`src/rtl/wave_nco_if.sv`:
```
// Configuration channel for the wave NCO.
// Valid/ready handshake carrying frequency, phase, mode, duty and sync.
interface wave_nco_if #(
    parameter int ACC_W = 32,
    parameter int OUT_W = 16
);
    logic             cfg_valid;
    logic             cfg_ready;
    logic [ACC_W-1:0] cfg_freq;
    logic [ACC_W-1:0] cfg_phase;
    logic [1:0]       cfg_mode;
    logic [OUT_W-1:0] cfg_duty;
    logic             cfg_sync;

    modport master (
        output cfg_valid, cfg_freq, cfg_phase, cfg_mode, cfg_duty, cfg_sync,
        input  cfg_ready
    );

    modport slave (
        input  cfg_valid, cfg_freq, cfg_phase, cfg_mode, cfg_duty, cfg_sync,
        output cfg_ready
    );
endinterface

```
`src/rtl/wave_nco.sv`:
```
// Phase-accumulator NCO with saw, triangle, pulse and inverted saw outputs.
// Config updates either apply at once or wait for the next accumulator wrap.
module wave_nco #(
    parameter int ACC_W = 32,
    parameter int OUT_W = 16
) (
    input  logic                    clk,
    input  logic                    rst,
    input  logic                    en,
    wave_nco_if.slave               cfg,
    output logic signed [OUT_W-1:0] value,
    output logic                    wrap
);
    typedef enum logic {IDLE, PENDING} state_t;

    localparam logic [OUT_W-1:0] M    = {1'b1, {(OUT_W-1){1'b0}}};
    localparam logic [OUT_W-1:0] PMAX = ~M;
    localparam logic [OUT_W-1:0] NMAX = M | {{(OUT_W-1){1'b0}}, 1'b1};

    state_t           state_q;
    logic [ACC_W-1:0] acc_q, acc_d;
    logic [ACC_W-1:0] freq_q, phase_q;
    logic [1:0]       mode_q;
    logic [OUT_W-1:0] duty_q;
    logic [ACC_W-1:0] sh_freq_q, sh_phase_q;
    logic [1:0]       sh_mode_q;
    logic [OUT_W-1:0] sh_duty_q;
    logic [OUT_W-1:0] value_q, value_d;
    logic             wrap_q;

    logic [ACC_W:0]   sum;
    logic             carry;
    logic             accept;
    logic [OUT_W-1:0] t;
    logic [OUT_W-1:0] t2;
    logic [OUT_W-1:0] tri_r;

    assign cfg.cfg_ready = (state_q == IDLE) && !rst;
    assign accept = cfg.cfg_valid && cfg.cfg_ready;

    assign sum   = {1'b0, acc_q} + {1'b0, freq_q};
    assign carry = en && sum[ACC_W];

    assign t     = OUT_W'((acc_q + phase_q) >> (ACC_W - OUT_W));
    assign t2    = {t[OUT_W-2:0], 1'b0};
    assign tri_r = t[OUT_W-1] ? ~t2 : t2;

    // Next accumulator: hard sync wins over the normal advance.
    always_comb begin
        acc_d = acc_q;
        if (accept && cfg.cfg_sync)
            acc_d = '0;
        else if (en)
            acc_d = sum[ACC_W-1:0];
    end

    // Waveform mapping from the current accumulator and active config.
    always_comb begin
        value_d = '0;
        unique case (mode_q)
            2'd0: value_d = t ^ M;
            2'd1: value_d = tri_r ^ M;
            2'd2: value_d = (t < duty_q) ? PMAX : NMAX;
            2'd3: value_d = ~(t ^ M);
            default: value_d = '0;
        endcase
    end

    // Accumulator, config handshake FSM and registered outputs.
    always_ff @(posedge clk) begin
        if (rst) begin
            state_q    <= IDLE;
            acc_q      <= '0;
            freq_q     <= '0;
            phase_q    <= '0;
            mode_q     <= '0;
            duty_q     <= M;
            sh_freq_q  <= '0;
            sh_phase_q <= '0;
            sh_mode_q  <= '0;
            sh_duty_q  <= '0;
            value_q    <= '0;
            wrap_q     <= 1'b0;
        end else begin
            acc_q   <= acc_d;
            value_q <= value_d;
            wrap_q  <= carry;
            unique case (state_q)
                IDLE: begin
                    if (accept) begin
                        if (cfg.cfg_sync || !en) begin
                            freq_q  <= cfg.cfg_freq;
                            phase_q <= cfg.cfg_phase;
                            mode_q  <= cfg.cfg_mode;
                            duty_q  <= cfg.cfg_duty;
                        end else begin
                            sh_freq_q  <= cfg.cfg_freq;
                            sh_phase_q <= cfg.cfg_phase;
                            sh_mode_q  <= cfg.cfg_mode;
                            sh_duty_q  <= cfg.cfg_duty;
                            state_q    <= PENDING;
                        end
                    end
                end
                PENDING: begin
                    if (!en || carry) begin
                        freq_q  <= sh_freq_q;
                        phase_q <= sh_phase_q;
                        mode_q  <= sh_mode_q;
                        duty_q  <= sh_duty_q;
                        state_q <= IDLE;
                    end
                end
                default: state_q <= IDLE;
            endcase
        end
    end

    assign value = value_q;
    assign wrap  = wrap_q;
endmodule

```
`src/flat_wrapper.sv`:
```
// flat-port wrapper written by rule: the top's interface ports become plain ports
module wave_nco_flat 
#(
    parameter int ACC_W = 32,
    parameter int OUT_W = 16
)
  (clk, rst, en, value, wrap, cfg_cfg_valid, cfg_cfg_freq, cfg_cfg_phase, cfg_cfg_mode, cfg_cfg_duty, cfg_cfg_sync, cfg_cfg_ready);
  wave_nco_if #(.ACC_W(ACC_W), .OUT_W(OUT_W)) cfg_i ();
  input  logic clk;
  input  logic rst;
  input  logic en;
  output logic signed [OUT_W-1:0] value;
  output logic wrap;
  input wire logic [$bits(cfg_i.cfg_valid)-1:0] cfg_cfg_valid;
  input wire logic [$bits(cfg_i.cfg_freq)-1:0] cfg_cfg_freq;
  input wire logic [$bits(cfg_i.cfg_phase)-1:0] cfg_cfg_phase;
  input wire logic [$bits(cfg_i.cfg_mode)-1:0] cfg_cfg_mode;
  input wire logic [$bits(cfg_i.cfg_duty)-1:0] cfg_cfg_duty;
  input wire logic [$bits(cfg_i.cfg_sync)-1:0] cfg_cfg_sync;
  output wire logic [$bits(cfg_i.cfg_ready)-1:0] cfg_cfg_ready;
  assign cfg_i.cfg_valid = cfg_cfg_valid;
  assign cfg_i.cfg_freq = cfg_cfg_freq;
  assign cfg_i.cfg_phase = cfg_cfg_phase;
  assign cfg_i.cfg_mode = cfg_cfg_mode;
  assign cfg_i.cfg_duty = cfg_cfg_duty;
  assign cfg_i.cfg_sync = cfg_cfg_sync;
  assign cfg_cfg_ready = cfg_i.cfg_ready;
  wave_nco #(.ACC_W(ACC_W), .OUT_W(OUT_W)) u_core (.clk(clk), .rst(rst), .en(en), .cfg(cfg_i), .value(value), .wrap(wrap));
endmodule
```
`config.mk`:
```
export PLATFORM = sky130hd
export DESIGN_NAME = wave_nco_flat
export DESIGN_NICKNAME = d
export VERILOG_FILES = /design/src/rtl/wave_nco_if.sv /design/src/rtl/wave_nco.sv /design/src/flat_wrapper.sv
export SDC_FILE = /design/constraint.sdc
export NUM_CORES = 1
export LEC_CHECK = 0
export ABC_CLOCK_PERIOD_IN_PS = 6100
export CORE_ASPECT_RATIO = 0.6
export CORE_MARGIN = 3
export CORE_UTILIZATION = 63
export DETAILED_ROUTE_END_ITERATION = 8
export GPL_ROUTABILITY_DRIVEN = 0
export MAX_ROUTING_LAYER = met4
export PLACE_DENSITY = 0.9
export SETUP_SLACK_MARGIN = 0.3
export SLEW_MARGIN = 20
export SYNTH_ARGS = -nofsm -noshare
export SYNTH_HDL_FRONTEND = slang
export SYNTH_SLANG_ARGS = --single-unit
```
`constraint.sdc`:
```
create_clock -name clk -period 6.1 [get_ports clk]
set_input_delay 0.61 -clock clk [delete_from_list [all_inputs] [get_ports clk]]
set_output_delay 0.61 -clock clk [all_outputs]
set_load 0.005 [all_outputs]
```
# Yosys cells after proc, flatten, opt, wreduce, memory -nomap -nowiden
# Cells that the tools add are included.
# word_totals
output_inout_bits	18
in_bits	87
ff_bits	214
elab_cells	62
# op_classes
order_cmp	1
addsub	2
mux	23
bitwise_logic	6
reduce_logical	12
n_eq_ne	6
# op_table
operator	count
2-to-1 mux 32 bit	6
one-hot mux 32 bit (2 select lines)	2
2-to-1 mux 16 bit	5
one-hot mux 16 bit (4 select lines)	1
adder 32 x 32 -> 33 bit	1
adder 32 bit	1
inverter 16 bit	2
one-hot mux 16 bit (2 select lines)	1
< comparator 16 bit	1
2-to-1 mux 2 bit	3
AND reduction 3 bit	2
equality test 2 bit, second input constant	2
logical AND 1 bit	4
!= test 2 bit, second input constant	2
inverter 1 bit	4
one-hot mux 2 bit (2 select lines)	1
2-to-1 mux 1 bit	3
equality test 2 x 1 -> 1 bit, second input constant	1
logical NOT 1 bit	2
logical NOT 2 bit	1
logical OR 1 bit	2
!= test 2 x 1 -> 1 bit, second input constant	1
one-hot mux 1 bit (2 select lines)	1
OR reduction 2 bit	1

# Depth between registers and ports, before layout
# Gate-level depths: netlist of the first run.
# logic_depth
word_depth	5
mapped_depth	20
depth_no_buf	18

# Least setup slack after synthesis of the first run
# No wires, ideal clock.
# synth_timing
kind	register to register
start	reg u_core.phase_q[11]
end	reg u_core.value_q[10] (netlist: u_core.value[10])
setup_time_ns	0.095
path_stages_with_launch	19
period_less_slack_ns	3.981
path_slack_ns	2.119
n_path_buf	1
required_time_ns	6.005
t_arrival_ns	3.886
path_cell_list	dfxtp_1 -> ha_1 -> a211oi_1 -> o21ai_0 -> a32oi_1 -> o2111ai_1 -> a21oi_1 -> nand2_1 -> o211ai_1 -> inv_1 -> ha_1 -> nand4_1 -> or2_2 -> nor2_1 -> a2111o_1 -> a2111oi_0 -> o21ai_1 -> buf_2 -> a221oi_1
# synth_between
elab_chain_cells	4
elab_cells_between_ends	7
classes_between	add/sub: 1; order compare: 1; mux: 3; bitwise: 2
# synth_rtl
element	line_no	text
start: declaration	wave_nco.sv:22	logic [ACC_W-1:0] freq_q, phase_q;
start signal: assignment	wave_nco.sv:93	phase_q <= cfg.cfg_phase;
start signal: assignment	wave_nco.sv:108	phase_q <= sh_phase_q;
adder 32 bit *	wave_nco.sv:44	assign t = OUT_W'((acc_q + phase_q) >> (ACC_W - OUT_W));
< comparator 16 bit or inverter 16 bit (tied branches)	wave_nco.sv:63, wave_nco.sv:46	
2-to-1 mux 16 bit, on equally long branches	wave_nco.sv:63, wave_nco.sv:46	
one-hot mux 16 bit (4 select lines) *	wave_nco.sv:60	unique case (mode_q)
end signal: assignment	wave_nco.sv:86	value_q <= value_d;
end: declaration	wave_nco.sv:28	logic [OUT_W-1:0] value_q, value_d;
# Mark *: on every way between the ends. The rest lies on a longest branch, timed or not.
# A chain may end at the register's enable or synchronous reset.

# Worst setup path after layout of the first run
# layout_timing
start	reg u_core.acc_q[1]
end	reg u_core.value_q[10] (netlist: u_core.value[10])
# layout_between
elab_chain_cells	4
elab_cells_between_ends	7
classes_between	add/sub: 1; order compare: 1; mux: 3; bitwise: 2
# layout_rtl
element	line_no	text
start: declaration	wave_nco.sv:21	logic [ACC_W-1:0] acc_q, acc_d;
start signal: assignment	wave_nco.sv:73	acc_q <= '0;
start signal: assignment	wave_nco.sv:85	acc_q <= acc_d;
adder 32 bit *	wave_nco.sv:44	
< comparator 16 bit or inverter 16 bit (tied branches)	wave_nco.sv:63, wave_nco.sv:46	
2-to-1 mux 16 bit, on equally long branches	wave_nco.sv:63, wave_nco.sv:46	
one-hot mux 16 bit (4 select lines) *	wave_nco.sv:60	
# Marks and branches as above.

==> results of run 1 <==
-- synthesized netlist by cell type, types with 5 or more instances --
library cell	count	area (um2)
a211oi_1	70	526
a211oi_2	20	250
a21o_1	32	240
a21oi_1	132	661
a221oi_1	12	105
a31oi_1	8	50.1
and2_1	5	31.3
buf_2	14	70.1
buf_4	10	75.1
clkbuf_1	60	225
dfxtp_1	214	4280
ha_1	77	963
inv_1	30	113
mux2i_1	110	1100
nand2_1	216	811
nand2b_1	7	43.8
nand3_1	11	55.1
nand4_1	11	68.8
nor2_1	149	559
nor2b_1	9	56.3
nor3_1	13	65.1
o211ai_1	7	52.6
o21a_1	16	120
o21ai_0	28	140
o21ai_1	7	35.0
o22ai_1	5	31.3
xnor2_1	25	219
xor2_1	19	166
-- logic make-up (layout without fill, tap and decap cells) --
group                    after synthesis  count (layout)
multiplexers                         112             112
buffers and inverters                121             181
adder cells (fa/ha/maj)               78              78
AO/OA/AOI/OAI                        386             386
flip-flops                           214             214
XOR/XNOR                              46              46
AND/OR/NAND/NOR                      439             439
-- worst max path at each step --
stage,end,slack (ps),cells past startpoint
after global placement,u_core.value[12]$_SDFF_PP0_,1590,17
after detailed placement,u_core.value[10]$_SDFF_PP0_,1440,17
after global routing,u_core.value[10]$_SDFF_PP0_,720,17
after CTS,u_core.value[10]$_SDFF_PP0_,1130,17
final,u_core.value[10]$_SDFF_PP0_,910,17
after floorplan,u_core.value[10]$_SDFF_PP0_,2120,18
-- worst max-delay path: stages, from the launching register on --
cell,delay [ps]
dfxtp_1,350
ha_1,290
a31oi_1,90
a211o_1,280
o211a_1,260
o21ai_2,290
a21bo_2,220
nand2_1,110
o311ai_4,220
buf_4,330
ha_1,320
nand4_1,130
or2_2,150
nor2_1,70
a2111o_1,410
a2111oi_0,540
o21ai_1,530
a221oi_1,470
-- per-layer routing --
layer | global-route usage (%) | up-vias | share of wire (%)
met1 | 44.0 | 5041 | 45
met4 | 6.19 | 0 | 2.0
met2 | 47.0 | 479 | 44
li1 | - | 5076 | -
met5 | - | - | 0
met3 | 6.15 | 66 | 8.8
-- sequential cells by signal (all words and copies together), names as in the netlist --
signal             cells
u_core.acc_q          32
u_core.state_q         1
u_core.freq_q         32
u_core.sh_phase_q     32
u_core.wrap            1
u_core.phase_q        32
u_core.sh_mode_q       2
u_core.sh_freq_q      32
u_core.value          16
u_core.sh_duty_q      16
u_core.duty_q         16
u_core.mode_q          2
-- power by group through the flow --
stage               clock network, W  registers (W)  logic (W)
finish                       0.00125        0.00154   0.000631
global route                 0.00131        0.00154   0.000686
CTS                          0.00125        0.00153   0.000617
detailed placement                 0        0.00156   0.000605
global placement                   0        0.00156   0.000580
floorplan                          0        0.00154   0.000419
-- per-stage QoR --
stage | hold WS, ps | setup WS, ps | instance area (um2) | util [%]
6_report | 453 | 911 | 13600 | 74.5
5_1_grt | 468 | 718 | 13600 | 74.5
4_1_cts | 454 | 1130 | 13600 | 74.4
3_5_place_dp | 446 | 1440 | 12900 | 70.8
3_3_place_gp | 441 | 1590 | 12900 | 70.8
2_1_floorplan | 436 | 2120 | 11900 | -
-- area by class of cell --
type | count | area, um2
timing repair buffer | 115 | 1160
sequential | 214 | 4290
fill | 1295 | 4650
inverter | 32 | 120
tap | 240 | 300
multi-input combinational | 1061 | 7090
clock buffer | 29 | 616
clock inverter | 5 | 32.5
==> flow_summary.yaml, run 1 <==
outcome:
  status: "complete, no violations"
hold_path:
  min-delay-start: "u_core.sh_freq_q[3]$_SDFFE_PP0P_"
  hold_end: "u_core.sh_freq_q[3]$_SDFFE_PP0P_"
  whs_path_depth: 2
  min_path_type: "reg2reg"
worst_setup_path:
  crit_required_ps: 6490
  r2r_start: "u_core.acc_q[1]$_SDFFE_PP0P_"
  crit_fanout: 20
  endpoint_kind: "flip-flop"
  rr_worst_depth: 17
  crit_start: "u_core.acc_q[1]$_SDFFE_PP0P_"
  ff2ff_setup_slack_ps: 910
  path_class: "reg2reg"
  cp-start-kind: "flip-flop"
  r2r-end: "u_core.value[10]$_SDFF_PP0_"
  crit_arrival_ps: 5580
pwr:
  internal-power_w: 0.00246
  p_comb_share_pct: 18.5
  p_seq_share_pct: 45.0
  total_power_w: 0.00342
  power_leakage_nw: 5.31
  powerDensity_mw_per_mm2: 251
  ir_worst_vdd_mv: 0.190
  swShare_pct: 28.0
  power_switching_w: 0.000957
  pwr-share-clk_pct: 36.5
clocking:
  clk_pin_slew_ps: 60
  tritoncts: "built"
  clk_path_buf_depth: 3
  post_cts_buffers: 0
  holdBufCountCts: 0
  ctsResizeCount: 0
  clkSinkCount: 214
  root_buffer: "clkbuf_16"
  clock_latency_ps: 510
  cts_buffers: 21
  htree_levels: 1
synth:
  yosysWarnings: 0
  netlist-cell-type-count: 78
  seq_area_frac_synth_pct: 36.1
  synthXorXnorAreaFrac_pct: 3.52
  synth-edff-count: 0
  synth-seq-cells: 214
  synth-main-ff-cell: "dfxtp_1"
  postSynth.asyncResetShare_pct: 0
  synthMuxAreaShare_pct: 9.47
  syn-instance-count: 1396
  syn_area_mm2: 0.0119
  synth-compound-area-share_pct: 22.9
  synth_nets: 1561
  avgSynthCellArea_um2: 8.50
  synth_top_family_by_area: "compound AO/OA/AOI/OAI gates"
  synth-adder-area-share_pct: 8.29
  synth-simple-area-share_pct: 15.3
global_route:
  grt_max_degree: 97
  grt_use_total_pct: 31.2
  grt_pass1_wl_um: 51100
  grt_pass1_vias: 9935
  antenna_found_initial: 0
  grt-ovfl-total: 0
floorplanning:
  chipWidth_um: 183
  coreArea_mm2: 0.0183
  rows: 38
  dieArea_mm2: 0.0206
  io_pins: 105
  fp.dieH_um: 112
  start_util_pct: 65.0
timing:
  skew_ps: 18.4
  max_freq_mhz: 193
  slew_headroom_pct: 24.2
  period_needed_ps: 5190
  hold_viol: 0
  tightest_slew_ps: 1130
  finalMaxSlewViolations: 0
  tns_ps: 0
  rsz0062_at_grt: "no"
  min_period_over_period_pct: 85.1
  finalSetupViolCount: 0
route:
  postRouteWirelength_um: 31900
  first_pass_iters: 6
  wl_per_cell_um: 18.8
  drc: 0
  via_per_inst: 6.29
  postRouteAntennaNets: 0
  drt-initial-drc-count: 1240
  dr_total_vias: 10700
cells_and_area:
  area_delta_synth_final_pct: 14.6
  fin_cells: 1696
  drive_gt1_share_pct: 5.98
  final_cell_mix: "216 x nand2_1, 213 x dfxtp_1, 149 x nor2_1"
  antenna_cells: 0
  design.final.nets: 1610
  final_common_cell: "nand2_1"
place:
  placed_cells: 1661
  port_buffers: 104
  hpwl_um: 22500
run:
  max-cap-violations: 0
Power figures use the tool's default switching activity.
==> inputs of run 2 (changes only) <==
Settings changed: CORE_ASPECT_RATIO 0.6 to 0.9, SKIP_CTS_REPAIR_TIMING from default to 1.
==> run 2 against run 1 <==
  * Largest power group unchanged
  * Cell count grew 0.35%
  * Routed wire length is 5.9% lower
  * Via count shrank 1.5%
  * Largest cell class unchanged
  * Sequential power barely moved
  * Die area decreased by 0.25%
  * Non-clock buffer count is 2 lower
  * Sequential cell count unchanged
==> flow_summary.yaml, run 2 (same netlist as run 1, synthesis figures left out) <==
worst_setup_path:
  ff2ff_setup_slack_ps: 1140
  crit_start: "u_core.acc_q[18]$_SDFFE_PP0P_"
  endpoint_kind: "flip-flop"
  path_class: "reg2reg"
  r2r-end: "u_core.value[10]$_SDFF_PP0_"
  r2r_start: "u_core.acc_q[18]$_SDFFE_PP0P_"
  cp-start-kind: "flip-flop"
  rr_worst_depth: 17
  slowest_delay_ps: 480
  crit_arrival_ps: 5370
  slowest_stage: "o21ai_1"
  crit_fanout: 20
  endpoint: "u_core.value[10]$_SDFF_PP0_"
  crit_chain: "ha_1 > a21oi_1 > o21ai_0 > a21oi_1 > o21ai_2 > a21bo_2 > a21o_1 > o311ai_4 > buf_4 > ha_1 > nand4_1 > or2_2 > nor2_1 > a2111o_1 > a2111oi_0 > o21ai_1 > a221oi_1"
  crit_required_ps: 6510
clocking:
  cts_buffers: 23
  clk_path_buf_depth: 3
  tritoncts: "built"
  clock_latency_ps: 520
  root_buffer: "clkbuf_16"
  clk_pin_slew_ps: 70
  htree_levels: 1
  clkSinkCount: 214
pwr:
  pwr-share-clk_pct: 40.8
  power_leakage_nw: 5.36
  p_comb_share_pct: 16.9
  power_switching_w: 0.000981
  powerDensity_mw_per_mm2: 264
  ir_worst_vdd_mv: 0.198
  total_power_w: 0.00362
  swShare_pct: 27.1
  internal-power_w: 0.00264
  p_seq_share_pct: 42.2
cells_and_area:
  layout.filler_cells: 1251
  drive_gt1_share_pct: 6.29
  fin_cells: 1702
  seq_area_mm2: 0.00429
  final_cell_mix: "216 x nand2_1, 213 x dfxtp_1, 149 x nor2_1"
  antenna_cells: 0
  multi_input_area_mm2: 0.00709
  design.final.nets: 1610
  final_common_cell: "nand2_1"
  area_delta_synth_final_pct: 15.7
timing:
  rsz0062_at_grt: "no"
  max_freq_mhz: 201
  finalMaxSlewViolations: 0
  finalSetupViolCount: 0
  skew_ps: 14.2
  period_needed_ps: 4960
  hold_viol: 0
  tns_ps: 0
  min_period_over_period_pct: 81.4
  tightest_slew_ps: 1120
  slew_headroom_pct: 25.2
global_route:
  grt_pass1_wl_um: 48300
  antenna_found_initial: 0
  grt-ovfl-total: 0
  grt_use_total_pct: 29.5
  grt_max_degree: 93
  grt_pass1_vias: 10000
run:
  max-cap-violations: 0
floorplanning:
  start_util_pct: 65.7
  coreArea_mm2: 0.0181
  fp.dieH_um: 136
  dieArea_mm2: 0.0205
  rows: 46
  chipWidth_um: 151
  io_pins: 105
route:
  wl_per_cell_um: 17.6
  postRouteAntennaNets: 0
  via_per_inst: 6.17
  dr_total_vias: 10500
  postRouteWirelength_um: 30000
  drt-initial-drc-count: 977
  first_pass_iters: 5
  drc: 0
outcome:
  status: "complete, no violations"
place:
  placed_cells: 1660
  hpwl_um: 20300
  port_buffers: 104
hold_path:
  whs_path_depth: 2
  min_path_type: "reg2reg"
run 2: cell count changes in the layout (fill, tap and decap cells not counted), moves of 2 or more:
cell / change
clkinvlp_4: +2
clkbuf_8: -3
clkbuf_16: +3
bufinv_16: +3
clkinv_4: +2
run 2: cell type report:
type | count | area share [%]
inverters | 32 | 0.875
clock buffers | 30 | 4.76
multi-input cells | 1061 | 51.6
flip-flops and latches | 214 | 31.2
well taps | 240 | 2.19
clock inverters | 12 | 1.13
repair buffers | 113 | 8.17
run 2: power groups by stage:
stage / clock (W) / combinational [W] / sequential [W]
2_1_floorplan: 0 / 0.000419 / 0.00154
3_3_place_gp: 0 / 0.000575 / 0.00156
3_5_place_dp: 0 / 0.000597 / 0.00156
4_1_cts: 0.00149 / 0.000606 / 0.00153
5_1_grt: 0.00154 / 0.000670 / 0.00154
6_report: 0.00148 / 0.000614 / 0.00153
run 2: worst min path at each step:
| stage | from | end | slack (ps) |
|---|---|---|---|
| after floorplan | u_core.sh_duty_q[0]$_SDFFE_PP0P_ | u_core.sh_duty_q[0]$_SDFFE_PP0P_ | 440 |
| after global placement | u_core.sh_freq_q[27]$_SDFFE_PP0P_ | u_core.sh_freq_q[27]$_SDFFE_PP0P_ | 440 |
| after detailed placement | u_core.sh_freq_q[11]$_SDFFE_PP0P_ | u_core.sh_freq_q[11]$_SDFFE_PP0P_ | 450 |
| after CTS | u_core.sh_duty_q[5]$_SDFFE_PP0P_ | u_core.sh_duty_q[5]$_SDFFE_PP0P_ | 450 |
| after global routing | u_core.sh_freq_q[15]$_SDFFE_PP0P_ | u_core.sh_freq_q[15]$_SDFFE_PP0P_ | 470 |
| final | u_core.sh_freq_q[3]$_SDFFE_PP0P_ | u_core.sh_freq_q[3]$_SDFFE_PP0P_ | 450 |
run 2: critical path, delay by kind of cell (launching register included):
family          cells  cell delay [ps]
flops               1              330
compound gates     11             3150
buf+inv             1              330
simple gates        3              300
fa+ha+maj           2              710
run 2: routing by layer:
metal	share of wire [%]	track usage, %	wire [um]	vias to the layer above
met2	47	48.6	14100	388
met5	0	-	0	-
li1	-	-	-	5079
met3	6.5	3.47	1950	80
met4	3.5	11.2	1050	0
met1	43	37.4	12900	4955
run 2: per-stage QoR:
| stage | cell area (um2) | setup slack, ps | hold slack, ps | util (%) |
|---|---|---|---|---|
| floorplan | 11900 | 2120 | 436 | - |
| global placement | 12900 | 1650 | 441 | 71.5 |
| detailed placement | 12900 | 1310 | 447 | 71.5 |
| CTS | 13700 | 1260 | 455 | 76.0 |
| global route | 13700 | 903 | 466 | 76.0 |
| finish | 13700 | 1140 | 453 | 76.0 |
